**config.mk**
```make
export PLATFORM = sky130hd
export DESIGN_NAME = imu_bracket_finder_flat
export DESIGN_NICKNAME = d
export VERILOG_FILES = /design/src/rtl/imu_bracket_finder_pkg.sv /design/src/rtl/imu_bracket_finder_if.sv /design/src/rtl/imu_sample_ring.sv /design/src/rtl/imu_bracket_finder.sv /design/src/flat_wrapper.sv
export SDC_FILE = /design/constraint.sdc
export NUM_CORES = 2
export LEC_CHECK = 0
export CAP_MARGIN = 10
export CORE_ASPECT_RATIO = 2
export CORE_MARGIN = 2
export CORE_UTILIZATION = 30
export CTS_BUF_LIST = sky130_fd_sc_hd__clkbuf_8
export CTS_CLUSTER_DIAMETER = 60
export DETAILED_ROUTE_END_ITERATION = 10
export PLACE_DENSITY = 0.52
export SLEW_MARGIN = 40
export SYNTH_ARGS = -nofsm -noshare
export SYNTH_HDL_FRONTEND = slang
export SYNTH_SLANG_ARGS = --single-unit
```
**constraint.sdc**
```tcl
create_clock -name clk -period 22 [get_ports clk]
set_clock_uncertainty 0.05 [all_clocks]
set_input_delay 4.4 -clock clk [delete_from_list [all_inputs] [get_ports clk]]
set_output_delay 4.4 -clock clk [all_outputs]
set_load 0.01 [all_outputs]
```
**src/rtl/imu_bracket_finder_pkg.sv**
```systemverilog
// Shared types and constants for the IMU bracket finder.
package imu_sync_pkg;

  localparam int unsigned SAMPLE_W = 128;
  localparam int unsigned TS_W     = 64;

  typedef struct packed {
    logic signed [15:0] ax;
    logic signed [15:0] ay;
    logic signed [15:0] az;
    logic signed [15:0] gx;
  } imu_data_t;

  typedef struct packed {
    imu_data_t        payload;
    logic [TS_W-1:0]  ts;
  } imu_sample_t;

  typedef enum logic [1:0] {StIdle, StScan, StEmit} bf_state_e;

endpackage

```
**src/rtl/imu_bracket_finder_if.sv**
```systemverilog
// Sample/request/result bundle between the fusion side and the bracket finder.
interface imu_bracket_finder_if;
  import imu_sync_pkg::*;

  logic [SAMPLE_W-1:0] sample_in;
  logic                sample_valid;
  logic                sample_ready;
  logic                req_valid;
  logic [TS_W-1:0]     req_time;
  logic                req_ready;
  logic [SAMPLE_W-1:0] data_out;
  logic                valid_out;
  logic [SAMPLE_W-1:0] prev_out;
  logic                prev_valid_out;
  logic                miss_out;
  logic [15:0]         drop_cnt;

  modport master (
    output sample_in, sample_valid, req_valid, req_time,
    input  sample_ready, req_ready, data_out, valid_out, prev_out, prev_valid_out, miss_out,
           drop_cnt
  );

  modport slave (
    input  sample_in, sample_valid, req_valid, req_time,
    output sample_ready, req_ready, data_out, valid_out, prev_out, prev_valid_out, miss_out,
           drop_cnt
  );

endinterface

```
**src/rtl/imu_sample_ring.sv**
```systemverilog
// Ring of the most recent samples with a strictly-increasing timestamp guard.
// One read port addressed by age (0 = newest); newest ts and oldest sample are status taps.
module imu_sample_ring
  import imu_sync_pkg::*;
#(
  parameter int unsigned DEPTH = 8,
  localparam int unsigned AW = $clog2(DEPTH)
) (
  input  logic            clk,
  input  logic            rst_n,
  input  logic            wr_en,
  input  imu_sample_t     wr_data,
  output logic            wr_ok,
  input  logic [AW-1:0]   rd_age,
  output imu_sample_t     rd_data,
  output logic [TS_W-1:0] newest_ts,
  output imu_sample_t     oldest,
  output logic [AW:0]     cnt,
  output logic [15:0]     drop_cnt
);

  imu_sample_t   mem_q [DEPTH];
  logic [AW-1:0] wp_q;
  logic [AW:0]   cnt_q;
  logic [15:0]   drop_q;
  logic [AW-1:0] newest_idx, oldest_idx, rd_idx;
  logic          stale;

  // Age-to-slot translation; all indices wrap naturally because DEPTH is a power of two.
  always_comb begin
    newest_idx = wp_q - AW'(1);
    oldest_idx = wp_q - cnt_q[AW-1:0];
    rd_idx     = newest_idx - rd_age;
  end

  assign rd_data   = mem_q[rd_idx];
  assign newest_ts = mem_q[newest_idx].ts;
  assign oldest    = mem_q[oldest_idx];
  assign stale     = (cnt_q != '0) && (wr_data.ts <= newest_ts);
  assign wr_ok     = wr_en && !stale;
  assign cnt       = cnt_q;
  assign drop_cnt  = drop_q;

  // Write pointer, saturating occupancy and saturating drop counter.
  always_ff @(posedge clk or negedge rst_n) begin
    if (!rst_n) begin
      wp_q   <= '0;
      cnt_q  <= '0;
      drop_q <= '0;
    end else if (wr_en) begin
      if (stale) begin
        if (drop_q != 16'hFFFF) drop_q <= drop_q + 16'd1;
      end else begin
        wp_q <= wp_q + AW'(1);
        if (cnt_q != (AW+1)'(DEPTH)) cnt_q <= cnt_q + (AW+1)'(1);
      end
    end
  end

  // Storage has no reset: entries beyond cnt are never looked at.
  always_ff @(posedge clk) begin
    if (wr_ok) mem_q[wp_q] <= wr_data;
  end

endmodule

```
**src/rtl/imu_bracket_finder.sv**
```systemverilog
// Finds the two consecutive stored samples bracketing a requested time.
// A one-entry skid keeps the ring frozen while a search is in flight.
module imu_bracket_finder
  import imu_sync_pkg::*;
#(
  parameter int unsigned DEPTH = 8,
  localparam int unsigned AW = $clog2(DEPTH)
) (
  input  logic                clk,
  input  logic                rst_n,
  imu_bracket_finder_if.slave bus
);

  bf_state_e       state_q;
  logic [AW-1:0]   j_q, last_j_q;
  logic [TS_W-1:0] target_q;
  imu_sample_t     hold_q, oldest_q, data_q, prev_q, skid_q;
  logic            off_q, valid_q, miss_q, skid_full_q;

  logic            idle, early_miss, last_pair, ring_wr_en, wr_ok;
  imu_sample_t     sample_in_s, ring_wr_data, rd_data, oldest;
  logic [AW-1:0]   rd_age;
  logic [TS_W-1:0] newest_ts;
  logic [AW:0]     cnt;

  // Ring write source and scan addressing. A write landing on the request edge shifts ages
  // by one, so the scan skips that fresh entry via off_q.
  always_comb begin
    idle         = (state_q == StIdle);
    sample_in_s  = bus.sample_in;
    ring_wr_en   = idle && (skid_full_q || bus.sample_valid);
    ring_wr_data = skid_full_q ? skid_q : sample_in_s;
    rd_age       = (state_q == StScan) ? (j_q + AW'(1) + AW'(off_q)) : '0;
    early_miss   = (cnt < (AW+1)'(2)) || (bus.req_time > newest_ts) ||
                   (bus.req_time < oldest.ts);
    last_pair    = (j_q == last_j_q);
  end

  imu_sample_ring #(.DEPTH(DEPTH)) u_ring (
    .clk       (clk),
    .rst_n     (rst_n),
    .wr_en     (ring_wr_en),
    .wr_data   (ring_wr_data),
    .wr_ok     (wr_ok),
    .rd_age    (rd_age),
    .rd_data   (rd_data),
    .newest_ts (newest_ts),
    .oldest    (oldest),
    .cnt       (cnt),
    .drop_cnt  (bus.drop_cnt)
  );

  // Skid: capture while busy, release to the ring on the first idle cycle.
  always_ff @(posedge clk or negedge rst_n) begin
    if (!rst_n) begin
      skid_full_q <= 1'b0;
      skid_q      <= '0;
    end else if (idle) begin
      skid_full_q <= 1'b0;
    end else if (bus.sample_valid && !skid_full_q) begin
      skid_q      <= sample_in_s;
      skid_full_q <= 1'b1;
    end
  end

  // Search FSM with registered result pulses. The oldest entry is latched at request time
  // because a same-edge write into a full ring overwrites it; the last pair always hits.
  always_ff @(posedge clk or negedge rst_n) begin
    if (!rst_n) begin
      state_q  <= StIdle;
      j_q      <= '0;
      last_j_q <= '0;
      off_q    <= 1'b0;
      target_q <= '0;
      hold_q   <= '0;
      oldest_q <= '0;
      data_q   <= '0;
      prev_q   <= '0;
      valid_q  <= 1'b0;
      miss_q   <= 1'b0;
    end else begin
      valid_q <= 1'b0;
      miss_q  <= 1'b0;
      unique case (state_q)
        StIdle: begin
          if (bus.req_valid) begin
            target_q <= bus.req_time;
            if (early_miss) begin
              miss_q <= 1'b1;
            end else begin
              hold_q   <= rd_data;
              oldest_q <= oldest;
              last_j_q <= AW'(cnt - (AW+1)'(2));
              off_q    <= wr_ok;
              j_q      <= '0;
              state_q  <= StScan;
            end
          end
        end
        StScan: begin
          if (last_pair || (rd_data.ts <= target_q)) begin
            prev_q  <= last_pair ? oldest_q : rd_data;
            data_q  <= hold_q;
            valid_q <= 1'b1;
            state_q <= StEmit;
          end else begin
            hold_q <= rd_data;
            j_q    <= j_q + AW'(1);
          end
        end
        StEmit:  state_q <= StIdle;
        default: state_q <= StIdle;
      endcase
    end
  end

  assign bus.sample_ready   = !skid_full_q;
  assign bus.req_ready      = idle;
  assign bus.data_out       = data_q;
  assign bus.prev_out       = prev_q;
  assign bus.valid_out      = valid_q;
  assign bus.prev_valid_out = valid_q;
  assign bus.miss_out       = miss_q;

endmodule

```
**src/flat_wrapper.sv**
```systemverilog
// flat-port wrapper written by rule: the top's interface ports become plain ports
module imu_bracket_finder_flat import imu_sync_pkg::*;
#(
  parameter int unsigned DEPTH = 8,
  localparam int unsigned AW = $clog2(DEPTH)
)
  (clk, rst_n, bus_sample_in, bus_sample_valid, bus_req_valid, bus_req_time, bus_sample_ready, bus_req_ready, bus_data_out, bus_valid_out, bus_prev_out, bus_prev_valid_out, bus_miss_out, bus_drop_cnt);
  imu_bracket_finder_if bus_i ();
  input  logic clk;
  input  logic rst_n;
  input wire logic [$bits(bus_i.sample_in)-1:0] bus_sample_in;
  input wire logic [$bits(bus_i.sample_valid)-1:0] bus_sample_valid;
  input wire logic [$bits(bus_i.req_valid)-1:0] bus_req_valid;
  input wire logic [$bits(bus_i.req_time)-1:0] bus_req_time;
  output wire logic [$bits(bus_i.sample_ready)-1:0] bus_sample_ready;
  output wire logic [$bits(bus_i.req_ready)-1:0] bus_req_ready;
  output wire logic [$bits(bus_i.data_out)-1:0] bus_data_out;
  output wire logic [$bits(bus_i.valid_out)-1:0] bus_valid_out;
  output wire logic [$bits(bus_i.prev_out)-1:0] bus_prev_out;
  output wire logic [$bits(bus_i.prev_valid_out)-1:0] bus_prev_valid_out;
  output wire logic [$bits(bus_i.miss_out)-1:0] bus_miss_out;
  output wire logic [$bits(bus_i.drop_cnt)-1:0] bus_drop_cnt;
  assign bus_i.sample_in = bus_sample_in;
  assign bus_i.sample_valid = bus_sample_valid;
  assign bus_i.req_valid = bus_req_valid;
  assign bus_i.req_time = bus_req_time;
  assign bus_sample_ready = bus_i.sample_ready;
  assign bus_req_ready = bus_i.req_ready;
  assign bus_data_out = bus_i.data_out;
  assign bus_valid_out = bus_i.valid_out;
  assign bus_prev_out = bus_i.prev_out;
  assign bus_prev_valid_out = bus_i.prev_valid_out;
  assign bus_miss_out = bus_i.miss_out;
  assign bus_drop_cnt = bus_i.drop_cnt;
  imu_bracket_finder #(.DEPTH(DEPTH)) u_core (.clk(clk), .rst_n(rst_n), .bus(bus_i));
endmodule
```
==> results.md <==
* Tot GR Track Use at 0.198
* RSZ-0062 raised after global routing: false
* DR WL/cell at approximately 27 µm
* Yosys top cell area share at 0.357
* DIE WIDTH at 383 µm
* Area of the core at about 0.29 mm²
* Crit path kind: reg -> reg
* Worst slew margin at 0.376
* Highest metal used: met5
* Residual DRC at 0
* Clock transition at path regs at ~70 ps
* Initial Utilization at 0.301
* CTS tree: yes
* Cts bufs inserted at 284
* Post-synth cell types at just over 60
* Post-Layout Cell Count at around 11000
* Critical Path Fanout Max at about 120
* First-pass GRT wire length at 426 mm
* Maximum operating frequency at between 90 and 100 MHz
* Min Tclk post-route at ~11000 ps
* Worst-Skew Late Latency at 980 ps
* Via count at about 58000
* CP most frequent cell: buf_4
* Cts hold-fix bufs at 0
* Layout cells sized above 1 at 0.197
* Antenna violations before repair at 21
* Status: complete, no violations
* Met2 Wirelength at roughly 150 mm
* DIE AREA at approximately 0.3 mm²
* Post-synth EDFFs at 1024
* H-tree levels at 5
* Register area share after synthesis at 0.572
* WL met3 at between 15 and 20 mm
* Worst path slowest cell: dfrtp_4
* Via/cell ratio at around 5.4
* Overflow left after global routing at 0
* Reg2Reg Setup Slack at around 11000 ps
* Port Buffers at between 400 and 500
* Critical Path Max Stage Delay at approximately 740 ps
* Warnings from Yosys at 0
* Worst Path Required at around 23000 ps
* Worst Tran Pin Value at ~930 ps
* Fin crit share at 0.481
* Startpoint Class: flop
* Setup crit end kind: flop
* CP Data Arrival Time at between 10000 and 15000 ps
* Synth top area cells: edfxtp_1 (36%), dfrtp_1 (21%), mux4_2 (10%), mux2_2 (5.1%), mux2i_1 (4.5%)
* Die Y at around 760 µm
* Synth Cell Area at 0.0861 mm²
* Cell taking the most area after synthesis: edfxtp_1
* Initial DRC Count at about 4400
* CTS Sinks at 1763
* Min Hold Slack at around 430 ps
* Final Util at 0.354
* Hold Violations, Final at 0
* Root Driver: clkbuf_8
* Area growth from synthesis to layout at 17.4%
* Async S/R FF share, synth at 0.419
* Final wirelength at 296 mm
* Rows at about 280
* Final #Nets at 7325
* Detail Route Antenna Nets at 0
* Post-CTS Setup Inserts at 0
* CTS Buffer Depth at 4
* Setup TNS at 0 ps
* Pin count of the biggest net entering global routing at roughly 150
* Met1 Routed Length at between 100 and 150 mm
* Hold Crit Class: reg -> reg
* RePlAce Congestion at between 0.8 and 0.9
* Mapped Nets at 6902
* #FFs+latches synth at between 1500 and 2000
* Cells after synthesis at 6438
* Detailed Routing Iterations Pass 1 at 6
* Placed Cells at between 10000 and 15000
* Post-cts resize count at 0
* # IOs at 473
* Max-cap viol count at 0
* Final-report setup violation count at 0
* Vias in the first global route at a little over 60000
* Avg Cell Area, Syn at ~13 µm²
* Number of max-slew violations in the final report at 0
* Top_reg_cell synth: edfxtp_1
* Hpwl dp at approximately 190 mm
-- path summary, 6_finish.rpt --
check                           depth (start not counted)                       end              startpoint
worst min register to register                          2    u_core.bus.prev_out[9]  u_core.bus.prev_out[9]
worst min-delay path                                    2    u_core.bus.prev_out[9]  u_core.bus.prev_out[9]
min in group asynchronous                               1  u_core.bus.prev_out[120]                   rst_n
worst max-delay path                                   25        u_core.hold_q[118]   u_core.u_ring.wp_q[0]
max in group asynchronous                               6       u_core.oldest_q[45]                   rst_n
worst max register to register                         25        u_core.hold_q[118]   u_core.u_ring.wp_q[0]
-- synth_stat cells, drive strengths merged, types with 9 or more instances --
| cell type | n |
|---|---|
| a211oi | 257 |
| a21o | 21 |
| a21oi | 296 |
| a32oi | 68 |
| and3 | 246 |
| buf | 132 |
| clkbuf | 323 |
| dfrtp | 739 |
| edfxtp | 1024 |
| ha | 266 |
| inv | 158 |
| mux2 | 393 |
| mux2i | 388 |
| mux4 | 384 |
| nand2 | 451 |
| nand2b | 9 |
| nand3 | 33 |
| nand4 | 52 |
| nor2 | 622 |
| nor3 | 26 |
| nor4 | 15 |
| o211ai | 9 |
| o21ai | 297 |
| o221a | 64 |
| o221ai | 10 |
| or4 | 63 |
| xor2 | 19 |
-- area by class of cell --
type                    instances  area, µm²
well taps                    3780       4730
inverters                     158        593
clock buffers                 317       4360
fillers                     27800     185000
repair buffers                592       6140
multi-input cells            4062      34700
flip-flops and latches       1763      49200
clock inverters               196       1270
diodes                         10       25.0
-- registers in the layout, summed over array words and instances (netlist names), 2 cells and up --
signal                  cells
u_core.u_ring.mem_q      1024
u_core.skid_q             128
u_core.bus.prev_out       128
u_core.j_q                  3
u_core.state_q              2
u_core.hold_q             128
u_core.target_q            64
u_core.u_ring.cnt           4
u_core.bus.data_out       128
u_core.u_ring.wp_q          3
u_core.u_ring.drop_cnt     16
u_core.oldest_q           128
u_core.last_j_q             3
-- cell usage in the layout, fill, tap and decap left out, drive strengths merged, types with 246 or more instances in the layout --
cell | Yosys | layout
edfxtp | 1024 | 1024
dfrtp | 739 | 739
nor2 | 622 | 622
clkdlybuf4s50 | 0 | 471
nand2 | 451 | 451
mux2 | 393 | 393
mux2i | 388 | 388
mux4 | 384 | 384
clkbuf | 323 | 317
o21ai | 297 | 297
a21oi | 296 | 296
ha | 266 | 266
a211oi | 257 | 257
inv | 158 | 255
and3 | 246 | 246
-- per-layer routing --
metal / up-vias / GRT usage
met5: - / 0
met2: 2333 / 0.345
met3: 675 / 0.0320
li1: 25400 / -
met1: 29800 / 0.236
met4: 20 / 0.0993
-- logic make-up after synthesis --
group | count (synthesis) | share of synthesized area
buffers and inverters | 613 | 0.0283
adder cells (fa/ha/maj) | 268 | 0.0391
XOR/XNOR | 25 | 0.00302
AND/OR/NAND/NOR | 1549 | 0.0818
AO/OA/AOI/OAI | 1055 | 0.0790
multiplexers | 1165 | 0.197
flip-flops | 1763 | 0.572
-- critical path: cells and delay by family, from the launching register on --
family / cells / cell delay [ps]
and+or+nand+nor: 7 / 2330
buffers and inverters: 8 / 3560
muxes: 2 / 530
adders and majority gates: 3 / 1340
xor gates and xnor gates: 1 / 250
DFF: 1 / 740
AOI/OAI and AO/OA: 4 / 1240
-- per-stage QoR --
stage,setup slack (ps),instance area (µm²)
after floorplan,2200,86100
after global placement,10130,95000
after detailed placement,11120,95300
after CTS,11030,101000
after global routing,10740,101000
final,11420,101000
Power is left out: the tool's default activity adds up to more than one toggle a clock period on the data nets, which glitch-free logic cannot reach.
==> patch (config.mk and constraints unchanged) <==
`DEPTH` is set to 8 in 3 places; all go to 16.
--- a/src/rtl/imu_sample_ring.sv
+++ b/src/rtl/imu_sample_ring.sv
@@ -5,3 +5,3 @@
 #(
-  parameter int unsigned DEPTH = 8,
+  parameter int unsigned DEPTH = 16,
   localparam int unsigned AW = $clog2(DEPTH)
--- a/src/rtl/imu_bracket_finder.sv
+++ b/src/rtl/imu_bracket_finder.sv
@@ -5,3 +5,3 @@
 #(
-  parameter int unsigned DEPTH = 8,
+  parameter int unsigned DEPTH = 16,
   localparam int unsigned AW = $clog2(DEPTH)
--- a/src/flat_wrapper.sv
+++ b/src/flat_wrapper.sv
@@ -3,3 +3,3 @@
 #(
-  parameter int unsigned DEPTH = 8,
+  parameter int unsigned DEPTH = 16,
   localparam int unsigned AW = $clog2(DEPTH)
Function: not settled (the Yosys comparison gave no result); the edit may change what the design does.
==> patch against the unedited design <==
  * Synthesized area up 61%
  * Setup slack about the same
  * Wire length increased by 54%
  * Sequential cell count increased by 1028
  * Hold slack gained 0.012 ns
  * Design area grew 59%
  * Count of clock-buffer cells in the layout up 193
  * Critical path type unchanged
Power is left out: the tool's default activity adds up to more than one toggle a clock period on the data nets, which glitch-free logic cannot reach.
==> patch: results (changes against the unedited design) <==
GRT
  • Largest net degree at the start of global routing: 127 (was 148)
  • Met1 Usage GRT: 26.5% (was 23.6%)
  • First-pass GRT wire length: 646000 µm (was 426000 µm)
  • Vias in the first global route: 85432 (was 61671)
  • Antenna violations before repair: 42 (was 21)
  • M2 GR Usage: 31.0% (was 34.5%)
  • Overall routing resource usage: 19.1% (was 19.8%)
  • GR Util met3: 3.35% (was 3.20%)

Critical path
  • Critical Path Fanout Max: 48 (was 116)
  • Worst Reg2Reg Path Length in Cells: 23 (was 25)
  • Crit path to: u_core.oldest_q[102] (was u_core.hold_q[118])

Run status
  • Status: finished, final reports clean (unchanged)

Final layout
  • Layout cells sized above 1: 31.7% (was 19.7%)
  • Largest register FFs: 2048 (was 1024)

Synth
  • Post-Syn Nets: 8686 (was 6902)
  • Synth async-reset ratio: 26.6% (was 41.9%)
  • Post-Synth Adder-Cell Area: 2.50% (was 3.91%)
  • Post-synth EDFFs: 2048 (was 1024)
  • Complex-gate fraction of the synthesized area: 4.03% (was 7.90%)
  • Mux cell area share after synthesis: 29.5% (was 19.7%)

Timing
  • Final worst slack: 11.42 ns (about the same)
  • Slew @ Worst Pin: 0.931 ns (was 0.926 ns)
  • Worst Hold Margin: 0.439 ns (was 0.427 ns)

Min path
  • Hold Startpoint: u_core.hold_q[46] (was u_core.bus.prev_out[9])

Detailed routing
  • Pre-antenna DRT Iters: 7 (was 6)
  • WL met3: 32600 µm (was 17100 µm)
  • Via density: 5.45 (was 5.35)
  • Via count: 82773 (was 58217)
  • DRT iter0 DRCs: 7809 (was 4416)

Placement
  • Placed Area: 151000 µm² (was 95300 µm²)

Clock network
  • Worst-Skew Late Latency: 1.12 ns (was 0.98 ns)
  • CTS Buf Count: 445 (was 284)
-- patch: cell type report --
| class | count | area (µm²) |
|---|---|---|
| antenna | 15 | 37.5 |
| clock buffer | 510 | 7020 |
| clock inverter | 325 | 2200 |
| fill | 43676 | 300000 |
| inverter | 272 | 1020 |
| multi-input combinational | 4551 | 55300 |
| sequential | 2791 | 80100 |
| tap | 6035 | 7550 |
| timing repair buffer | 686 | 7500 |
-- patch: worst max-delay path: stages, from the launching register on --
cell and delay [ns]:
dfrtp_4 0.72, inv_1 0.30, ha_4 0.81, buf_4 0.61, buf_12 0.43, buf_16 0.35, mux4_2 0.55, nand2_1 0.08
nand2_1 0.07, o21ai_0 0.34, ha_1 0.19, nand4_1 0.52, nor4_1 0.70, buf_4 0.25, nand3_1 0.27, o41ai_1 0.89
a2bb2oi_1 0.15, and4b_4 0.35, buf_16 0.21, nor2_4 0.48, buf_4 0.69, buf_4 0.44, buf_16 0.28, mux2_2 0.37
